<file path="src/rtl/npc_arch_state_if.sv">
// rtl/npc_arch_state_if.sv - PC, register-file and decode-lookup signal bundle of the NPC core
interface npc_arch_state_if #(
  parameter int ADDR_W   = 5,
  parameter int XLEN     = 32,
  parameter int NR_KEY   = 1,
  parameter int KEY_LEN  = 7,
  parameter int DATA_LEN = 1
);
  logic                                  pc_wen;
  logic [XLEN-1:0]                       pc_next;
  logic [XLEN-1:0]                       pc;

  logic                                  rf_wen;
  logic [ADDR_W-1:0]                     rf_waddr;
  logic [XLEN-1:0]                       rf_wdata;
  logic [ADDR_W-1:0]                     rs1addr;
  logic [ADDR_W-1:0]                     rs2addr;
  logic [XLEN-1:0]                       rs1data;
  logic [XLEN-1:0]                       rs2data;

  logic [KEY_LEN-1:0]                    dec_key;
  logic [DATA_LEN-1:0]                   dec_default;
  logic [NR_KEY*(KEY_LEN+DATA_LEN)-1:0]  dec_lut;
  logic [DATA_LEN-1:0]                   dec_out;

  modport master (
    output pc_wen, pc_next, rf_wen, rf_waddr, rf_wdata, rs1addr, rs2addr,
           dec_key, dec_default, dec_lut,
    input  pc, rs1data, rs2data, dec_out
  );

  modport slave (
    input  pc_wen, pc_next, rf_wen, rf_waddr, rf_wdata, rs1addr, rs2addr,
           dec_key, dec_default, dec_lut,
    output pc, rs1data, rs2data, dec_out
  );
endinterface

</file>
<file path="src/rtl/npc_arch_state.sv">
// rtl/npc_arch_state.sv - NPC architectural state: PC register, 2R/1W register file, key/value decoder
// Sequential state updates on rising clk; reads and the lookup are combinational.
module npc_arch_state #(
  parameter logic [31:0] PC_RESET = 32'h8000_0000,
  parameter int          ADDR_W   = 5,
  parameter int          XLEN     = 32,
  parameter int          NR_KEY   = 1,
  parameter int          KEY_LEN  = 7,
  parameter int          DATA_LEN = 1
) (
  input  logic                clk,
  input  logic                rst,
  npc_arch_state_if.slave     bus
);
  localparam int NREG = 2 ** ADDR_W;
  localparam int P    = KEY_LEN + DATA_LEN;

  logic [XLEN-1:0] pc_q, pc_d;
  // x0 has no storage; reads of index 0 are forced to zero below.
  logic [XLEN-1:0] rf_q [1:NREG-1];

  always_comb begin
    pc_d = pc_q;
    if (bus.pc_wen) pc_d = bus.pc_next;
  end

  always_ff @(posedge clk) begin
    if (!rst) begin
      pc_q <= XLEN'(PC_RESET);
    end else begin
      pc_q <= pc_d;
    end
  end

  always_ff @(posedge clk) begin
    if (!rst) begin
      for (int i = 1; i < NREG; i++) rf_q[i] <= '0;
    end else if (bus.rf_wen && (bus.rf_waddr != '0)) begin
      rf_q[bus.rf_waddr] <= bus.rf_wdata;
    end
  end

  assign bus.pc      = pc_q;
  assign bus.rs1data = (bus.rs1addr == '0) ? '0 : rf_q[bus.rs1addr];
  assign bus.rs2data = (bus.rs2addr == '0) ? '0 : rf_q[bus.rs2addr];

  // Matching entries are ORed so duplicate keys merge rather than prioritise.
  logic                hit;
  logic [DATA_LEN-1:0] hit_data;

  always_comb begin
    hit      = 1'b0;
    hit_data = '0;
    for (int i = 0; i < NR_KEY; i++) begin
      if (bus.dec_key == bus.dec_lut[i*P+DATA_LEN +: KEY_LEN]) begin
        hit      = 1'b1;
        hit_data = hit_data | bus.dec_lut[i*P +: DATA_LEN];
      end
    end
  end

  assign bus.dec_out = hit ? hit_data : bus.dec_default;
endmodule

</file>
<file path="src/flat_wrapper.sv">
// flat-port wrapper written by rule: the top's interface ports become plain ports
module npc_arch_state_flat 
#(
  parameter logic [31:0] PC_RESET = 32'h8000_0000,
  parameter int          ADDR_W   = 5,
  parameter int          XLEN     = 32,
  parameter int          NR_KEY   = 1,
  parameter int          KEY_LEN  = 7,
  parameter int          DATA_LEN = 1
)
  (clk, rst, bus_pc_wen, bus_pc_next, bus_rf_wen, bus_rf_waddr, bus_rf_wdata, bus_rs1addr, bus_rs2addr, bus_dec_key, bus_dec_default, bus_dec_lut, bus_pc, bus_rs1data, bus_rs2data, bus_dec_out);
  npc_arch_state_if #(.ADDR_W(ADDR_W), .XLEN(XLEN), .NR_KEY(NR_KEY), .KEY_LEN(KEY_LEN), .DATA_LEN(DATA_LEN)) bus_i ();
  input  logic clk;
  input  logic rst;
  input wire logic [$bits(bus_i.pc_wen)-1:0] bus_pc_wen;
  input wire logic [$bits(bus_i.pc_next)-1:0] bus_pc_next;
  input wire logic [$bits(bus_i.rf_wen)-1:0] bus_rf_wen;
  input wire logic [$bits(bus_i.rf_waddr)-1:0] bus_rf_waddr;
  input wire logic [$bits(bus_i.rf_wdata)-1:0] bus_rf_wdata;
  input wire logic [$bits(bus_i.rs1addr)-1:0] bus_rs1addr;
  input wire logic [$bits(bus_i.rs2addr)-1:0] bus_rs2addr;
  input wire logic [$bits(bus_i.dec_key)-1:0] bus_dec_key;
  input wire logic [$bits(bus_i.dec_default)-1:0] bus_dec_default;
  input wire logic [$bits(bus_i.dec_lut)-1:0] bus_dec_lut;
  output wire logic [$bits(bus_i.pc)-1:0] bus_pc;
  output wire logic [$bits(bus_i.rs1data)-1:0] bus_rs1data;
  output wire logic [$bits(bus_i.rs2data)-1:0] bus_rs2data;
  output wire logic [$bits(bus_i.dec_out)-1:0] bus_dec_out;
  assign bus_i.pc_wen = bus_pc_wen;
  assign bus_i.pc_next = bus_pc_next;
  assign bus_i.rf_wen = bus_rf_wen;
  assign bus_i.rf_waddr = bus_rf_waddr;
  assign bus_i.rf_wdata = bus_rf_wdata;
  assign bus_i.rs1addr = bus_rs1addr;
  assign bus_i.rs2addr = bus_rs2addr;
  assign bus_i.dec_key = bus_dec_key;
  assign bus_i.dec_default = bus_dec_default;
  assign bus_i.dec_lut = bus_dec_lut;
  assign bus_pc = bus_i.pc;
  assign bus_rs1data = bus_i.rs1data;
  assign bus_rs2data = bus_i.rs2data;
  assign bus_dec_out = bus_i.dec_out;
  npc_arch_state #(.PC_RESET(PC_RESET), .ADDR_W(ADDR_W), .XLEN(XLEN), .NR_KEY(NR_KEY), .KEY_LEN(KEY_LEN), .DATA_LEN(DATA_LEN)) u_core (.clk(clk), .rst(rst), .bus(bus_i));
endmodule
</file>
<file path="config.mk">
export PLATFORM = sky130hd
export DESIGN_NAME = npc_arch_state_flat
export DESIGN_NICKNAME = d
export VERILOG_FILES = /design/src/rtl/npc_arch_state_if.sv /design/src/rtl/npc_arch_state.sv /design/src/flat_wrapper.sv
export SDC_FILE = /design/constraint.sdc
export NUM_CORES = 2
export LEC_CHECK = 0
export CAP_MARGIN = 25
export CELL_PAD_IN_SITES_DETAIL_PLACEMENT = 1
export CELL_PAD_IN_SITES_GLOBAL_PLACEMENT = 1
export CORE_MARGIN = 4
export CORE_UTILIZATION = 45
export CTS_CLUSTER_SIZE = 14
export DETAILED_ROUTE_END_ITERATION = 6
export PLACE_DENSITY_LB_ADDON = 0.3
export SKIP_LAST_GASP = 1
export SLEW_MARGIN = 10
export SYNTH_ARGS = -nofsm -noshare
export SYNTH_HDL_FRONTEND = slang
export SYNTH_SLANG_ARGS = --single-unit
</file>
<file path="constraint.sdc">
create_clock -name clk -period 6.3 [get_ports clk]
set_clock_uncertainty 0.1 [all_clocks]
set_input_delay 1.575 -clock clk [delete_from_list [all_inputs] [get_ports clk]]
set_output_delay 1.575 -clock clk [all_outputs]
set_load 0.05 [all_outputs]
</file>
# After elaboration in Yosys (flattened, before gate mapping)
# Memory sizes are Yosys's and may differ from the RTL's.
# Cells that the tools add are included.
# Widths: inputs -> output; s select.
[op_classes]
n_eq_ne = 1
mux = 12
n_reduce_logical = 5
[ops]
columns = ["cell", "n"]
rows = [
  ["$mux 32", 3],
  ["$reduce_or 32->1", 1],
  ["$logic_not 5->1", 2],
  ["$mux 1", 8],
  ["$eq 7x7->1", 1],
  ["$mux 5", 1],
  ["$reduce_bool 5->1", 1],
  ["$logic_and 1x1->1", 1],
]
[totals]
regBits = 32
mem_bits_rw = 992
inputBits = 99
mem_count = 1
[memory_table]
columns = ["memory", "depth", "width", "read_ports", "rd_ports_with_merged_regs", "write_ports", "line_no", "text"]
rows = [
  ["u_core.rf_q", 31, 32, 2, 0, 31, "npc_arch_state.sv:20", "logic [XLEN-1:0] rf_q [1:NREG-1];"],
]

# Logic depth before layout (Yosys ltp)
[logic_depth]
depth_word = 7
mapped_depth = 9

# Worst setup path after synthesis
# No wires, ideal clock.
[synth_timing]
kind = "in2out"
from = "input bus_rs2addr[0]"
to = "output bus_rs2data[23]"
arrival_ns = 4.231
setup_slack_ns = 0.394
path_stages = 6
path_buffers = 4
cell_sequence = "buf_2 buf_2 clkbuf_1 clkbuf_1 a211oi_1 nor4_1"
[synth_between]
elab_chain_cells = 2
[synth_lines]
columns = ["element", "line_no", "text"]
rows = [
  ["from (decl)", "flat_wrapper.sv:21", "input wire logic [$bits(bus_i.rs2addr)-1:0] bus_rs2addr;"],
  ["$mem_v2 31x32 / $logic_not 5->1 (equally long branches)", "n/a", ""],
  ["$mux 32 (*)", "npc_arch_state.sv:45", "assign bus.rs2data = (bus.rs2addr == '0) ? '0 : rf_q[bus.rs2addr];"],
  ["to (decl)", "flat_wrapper.sv:27", "output wire logic [$bits(bus_i.rs2data)-1:0] bus_rs2data;"],
]
# Mark *: on every way between the ends. The rest lies on a longest branch, timed or not.

# Worst setup path after layout
[layout_timing]
from = "input bus_rs1addr[3]"
to = "output bus_rs1data[10]"
[layout_between]
elab_chain_cells = 2
[layout_lines]
columns = ["element", "line_no", "text"]
rows = [
  ["from (decl)", "flat_wrapper.sv:20", "input wire logic [$bits(bus_i.rs1addr)-1:0] bus_rs1addr;"],
  ["$mem_v2 31x32 / $logic_not 5->1 (equally long branches)", "n/a", ""],
  ["$mux 32 (*)", "npc_arch_state.sv:44", "assign bus.rs1data = (bus.rs1addr == '0) ? '0 : rf_q[bus.rs1addr];"],
  ["to (decl)", "flat_wrapper.sv:26", "output wire logic [$bits(bus_i.rs1data)-1:0] bus_rs1data;"],
]
# Marked as above.

==> reports/qor.txt <==
CP delay by family, top: compound AO/OA/AOI/OAI gates
CP Class: primary input to output pin
min Tclk post-route: 6.46 ns
setup repair after global routing missed its margin: yes
maximum buffer depth of the clock tree: 3
Slew @ Worst Pin: 1.17 ns
DIE AREA: 130000 sq um
Ys Warns: 0
Clk Latency, worst-skew pair: 0.71 ns
DRT antenna net count: 0
DRC viols: 0
crit-path max FO: 28
Mapped Area: 55800 sq um
CP max stage delay: 1.00 ns
Via density: 6.60
final worst slack: -0.158 ns
Worst-path clk slew: 0.06 ns
htree depth: 3
P_sw: 4.73 mW
CTS root buf: clkbuf_16
pwr dens: 274 nW/um^2
Yosys cell types: 46
first-pass GRT wire length: 291000 um
Worst R2R Setup Slack: 5.49 ns
Pint: 13.2 mW
net switching fraction of the power: 0.264
grt total ovfl: 0
Die X: 360 um
hold crit path type: register to register
failing checks: setup timing
maximum vdd drop: 0.000248 V
global router's overall resource usage: 0.310
asr flop ratio synth: 0
Synth area leader: edfxtp_1
Slew HR: 0.215
share of the synthesized area in the top cell type: 0.551
Cells after Synth: 3819
Core Footprint: 123000 sq um
CTS Buf Count: 114
required time of the critical path: 4.62 ns
clock sink count: 1056
Clock Power Share: 0.388
DR WL/cell: 35.6 um
vias in the first global route: 40000
via count: 37900
Pre-antenna DRT Iters: 5
Slew Viols, Final: 0
Row Count: 128
CP endpoint kind: output pin
Post-Route Setup TNS: -0.158 ns
ranking of synthesized cells by area: edfxtp_1 55%, mux4_2 15%, and2_1 11%
post-CTS setup buffers: 0
Data arrival, critical path: 4.78 ns
placed cell count: 5523
Top FF cell, synth: edfxtp_1
HPWL Detailed: 132000 um
layout cells sized above 1: 0.244
Max-Cap Viols: 0
Post-Route WL: 205000 um
Area Growth Syn to Fin: 17.2%
drt initial violations: 4913
final hold viol count: 0
CTS tree: built
initial antenna violation count: 10
critical-path cell list: clkdlybuf4s50_1, and2_4, buf_12, a22o_1, a2111oi_1, nor3_1, buf_4
top-count cell post-synth: edfxtp_1
Slowest cell on crit path: a2111oi_1
sequential area share after synthesis: 0.563
Mapped Avg Cell Area: 14.6 sq um
WHS: 0.374 ns
fin nets: 4123
Die Y: 360 um
CP bufs+invs: 3
GPL Wtd Cong: 0.877
io pins: 196
# port buffers: 195
Layout Cells excl Fill: 5751
Startpoint Class: primary input
Post-synth EDFFs: 1024
Starting Density: 0.455
most frequent cells after synthesis: 1024 x edfxtp_1, 997 x and2_1, 372 x mux4_2
setup violators final: 1
final worst path period share: 1.03
power share of the combinational group: 0.147
Fmax achieved: 0.155 GHz
static leakage: 23.1 nW
largest net degree at the start of global routing: 58
#FFs+latches synth: 1056
status: complete, but fails checks
share of power burned in registers: 0.464
## power groups by stage
| stage | clock network [mW] | registers (mW) | logic [mW] |
|---|---|---|---|
| floorplan | 0 | 8.41 | 1.44 |
| global placement | 0 | 8.42 | 2.54 |
| detailed placement | 0 | 8.45 | 2.58 |
| CTS | 7.01 | 8.31 | 2.60 |
| global route | 7.31 | 8.35 | 2.71 |
| finish | 6.95 | 8.32 | 2.64 |
## final cells by class
type	instances	area [sq um]
well taps	1625	2030
inverters	2	7.51
flip-flops and latches	1056	31400
clock buffers	139	3020
clock inverters	69	766
multi-input cells	2376	23300
repair buffers	474	4900
fillers	11600	57100
diodes	10	25.0
## placed cells by master (no fill, tap or decap), types with 13 or more instances in the layout
cell type,Yosys,layout
a2111oi_2,12,13
a211oi_1,62,62
a21oi_1,32,32
a22o_1,62,62
a22oi_1,92,92
a31oi_1,14,14
and2_1,997,995
buf_12,0,67
buf_4,37,254
buf_8,0,18
bufinv_16,0,16
clkbuf_1,313,20
clkbuf_16,0,116
clkdlybuf4s50_1,0,121
clkinv_1,0,25
clkinv_2,0,18
conb_1,1,32
dfxtp_1,32,32
edfxtp_1,1024,1024
mux2_2,19,19
mux2i_1,342,342
mux4_2,372,372
nor2_4,0,24
nor2b_1,69,65
nor3_1,47,42
nor4_1,19,18
o21ai_4,0,31
o221ai_1,31,31
o22ai_1,47,47
## layer usage
metal	wire length [um]	GRT usage	vias to the layer above
li1	-	-	15100
met1	76500	0.404	19900
met2	97400	0.505	2392
met3	20100	0.0638	558
met4	10800	0.139	4
met5	25	0	-
## worst reg2reg max path, cell delays in order, from the launching register on
cell     delay [ns]
dfxtp_1        0.38
mux2i_1        0.10
nor2b_1        0.17
## registers in the layout (all words and copies together) (netlist names)
name	flops
u_core.rf_q	1024
u_core.bus.pc	32
## through the flow
stage	utilization	worst slack [ns]	total power, mW	instance area, sq um
6_report	0.534	-0.158	17.9	65400
5_1_grt	0.534	-0.00391	18.4	65400
4_1_cts	0.532	0.0193	17.9	65200
3_5_place_dp	0.501	-0.122	11.0	61400
3_3_place_gp	0.498	-0.251	11.0	61000
2_1_floorplan	-	0.394	9.86	55900
## final timing paths
check | cells past startpoint | from | to
worst max-delay path | 7 | bus_rs1addr[3] | bus_rs1data[10]
worst max register to register | 2 | u_core.bus.pc[6] | u_core.bus.pc[6]
worst min-delay path | 2 | u_core.bus.pc[31] | u_core.bus.pc[31]
worst min register to register | 2 | u_core.bus.pc[31] | u_core.bus.pc[31]
## timing repair
item | in CTS | in global routing
gates resized for setup | 4 | 6
hold buffers | 0 | 0
pin swaps | 0 | 1
endpoints found under the setup margin | 4 | 4
## logic make-up after synthesis
| logic type | share of synthesized area |
|---|---|
| and+or+nand+nor | 0.132 |
| muxes | 0.215 |
| buffers and inverters | 0.0342 |
| DFF | 0.563 |
| other | 0.0000672 |
| xor gates and xnor gates | 0.00110 |
| AOI/OAI and AO/OA | 0.0549 |
Note: power is estimated with default switching activity, not from simulation.
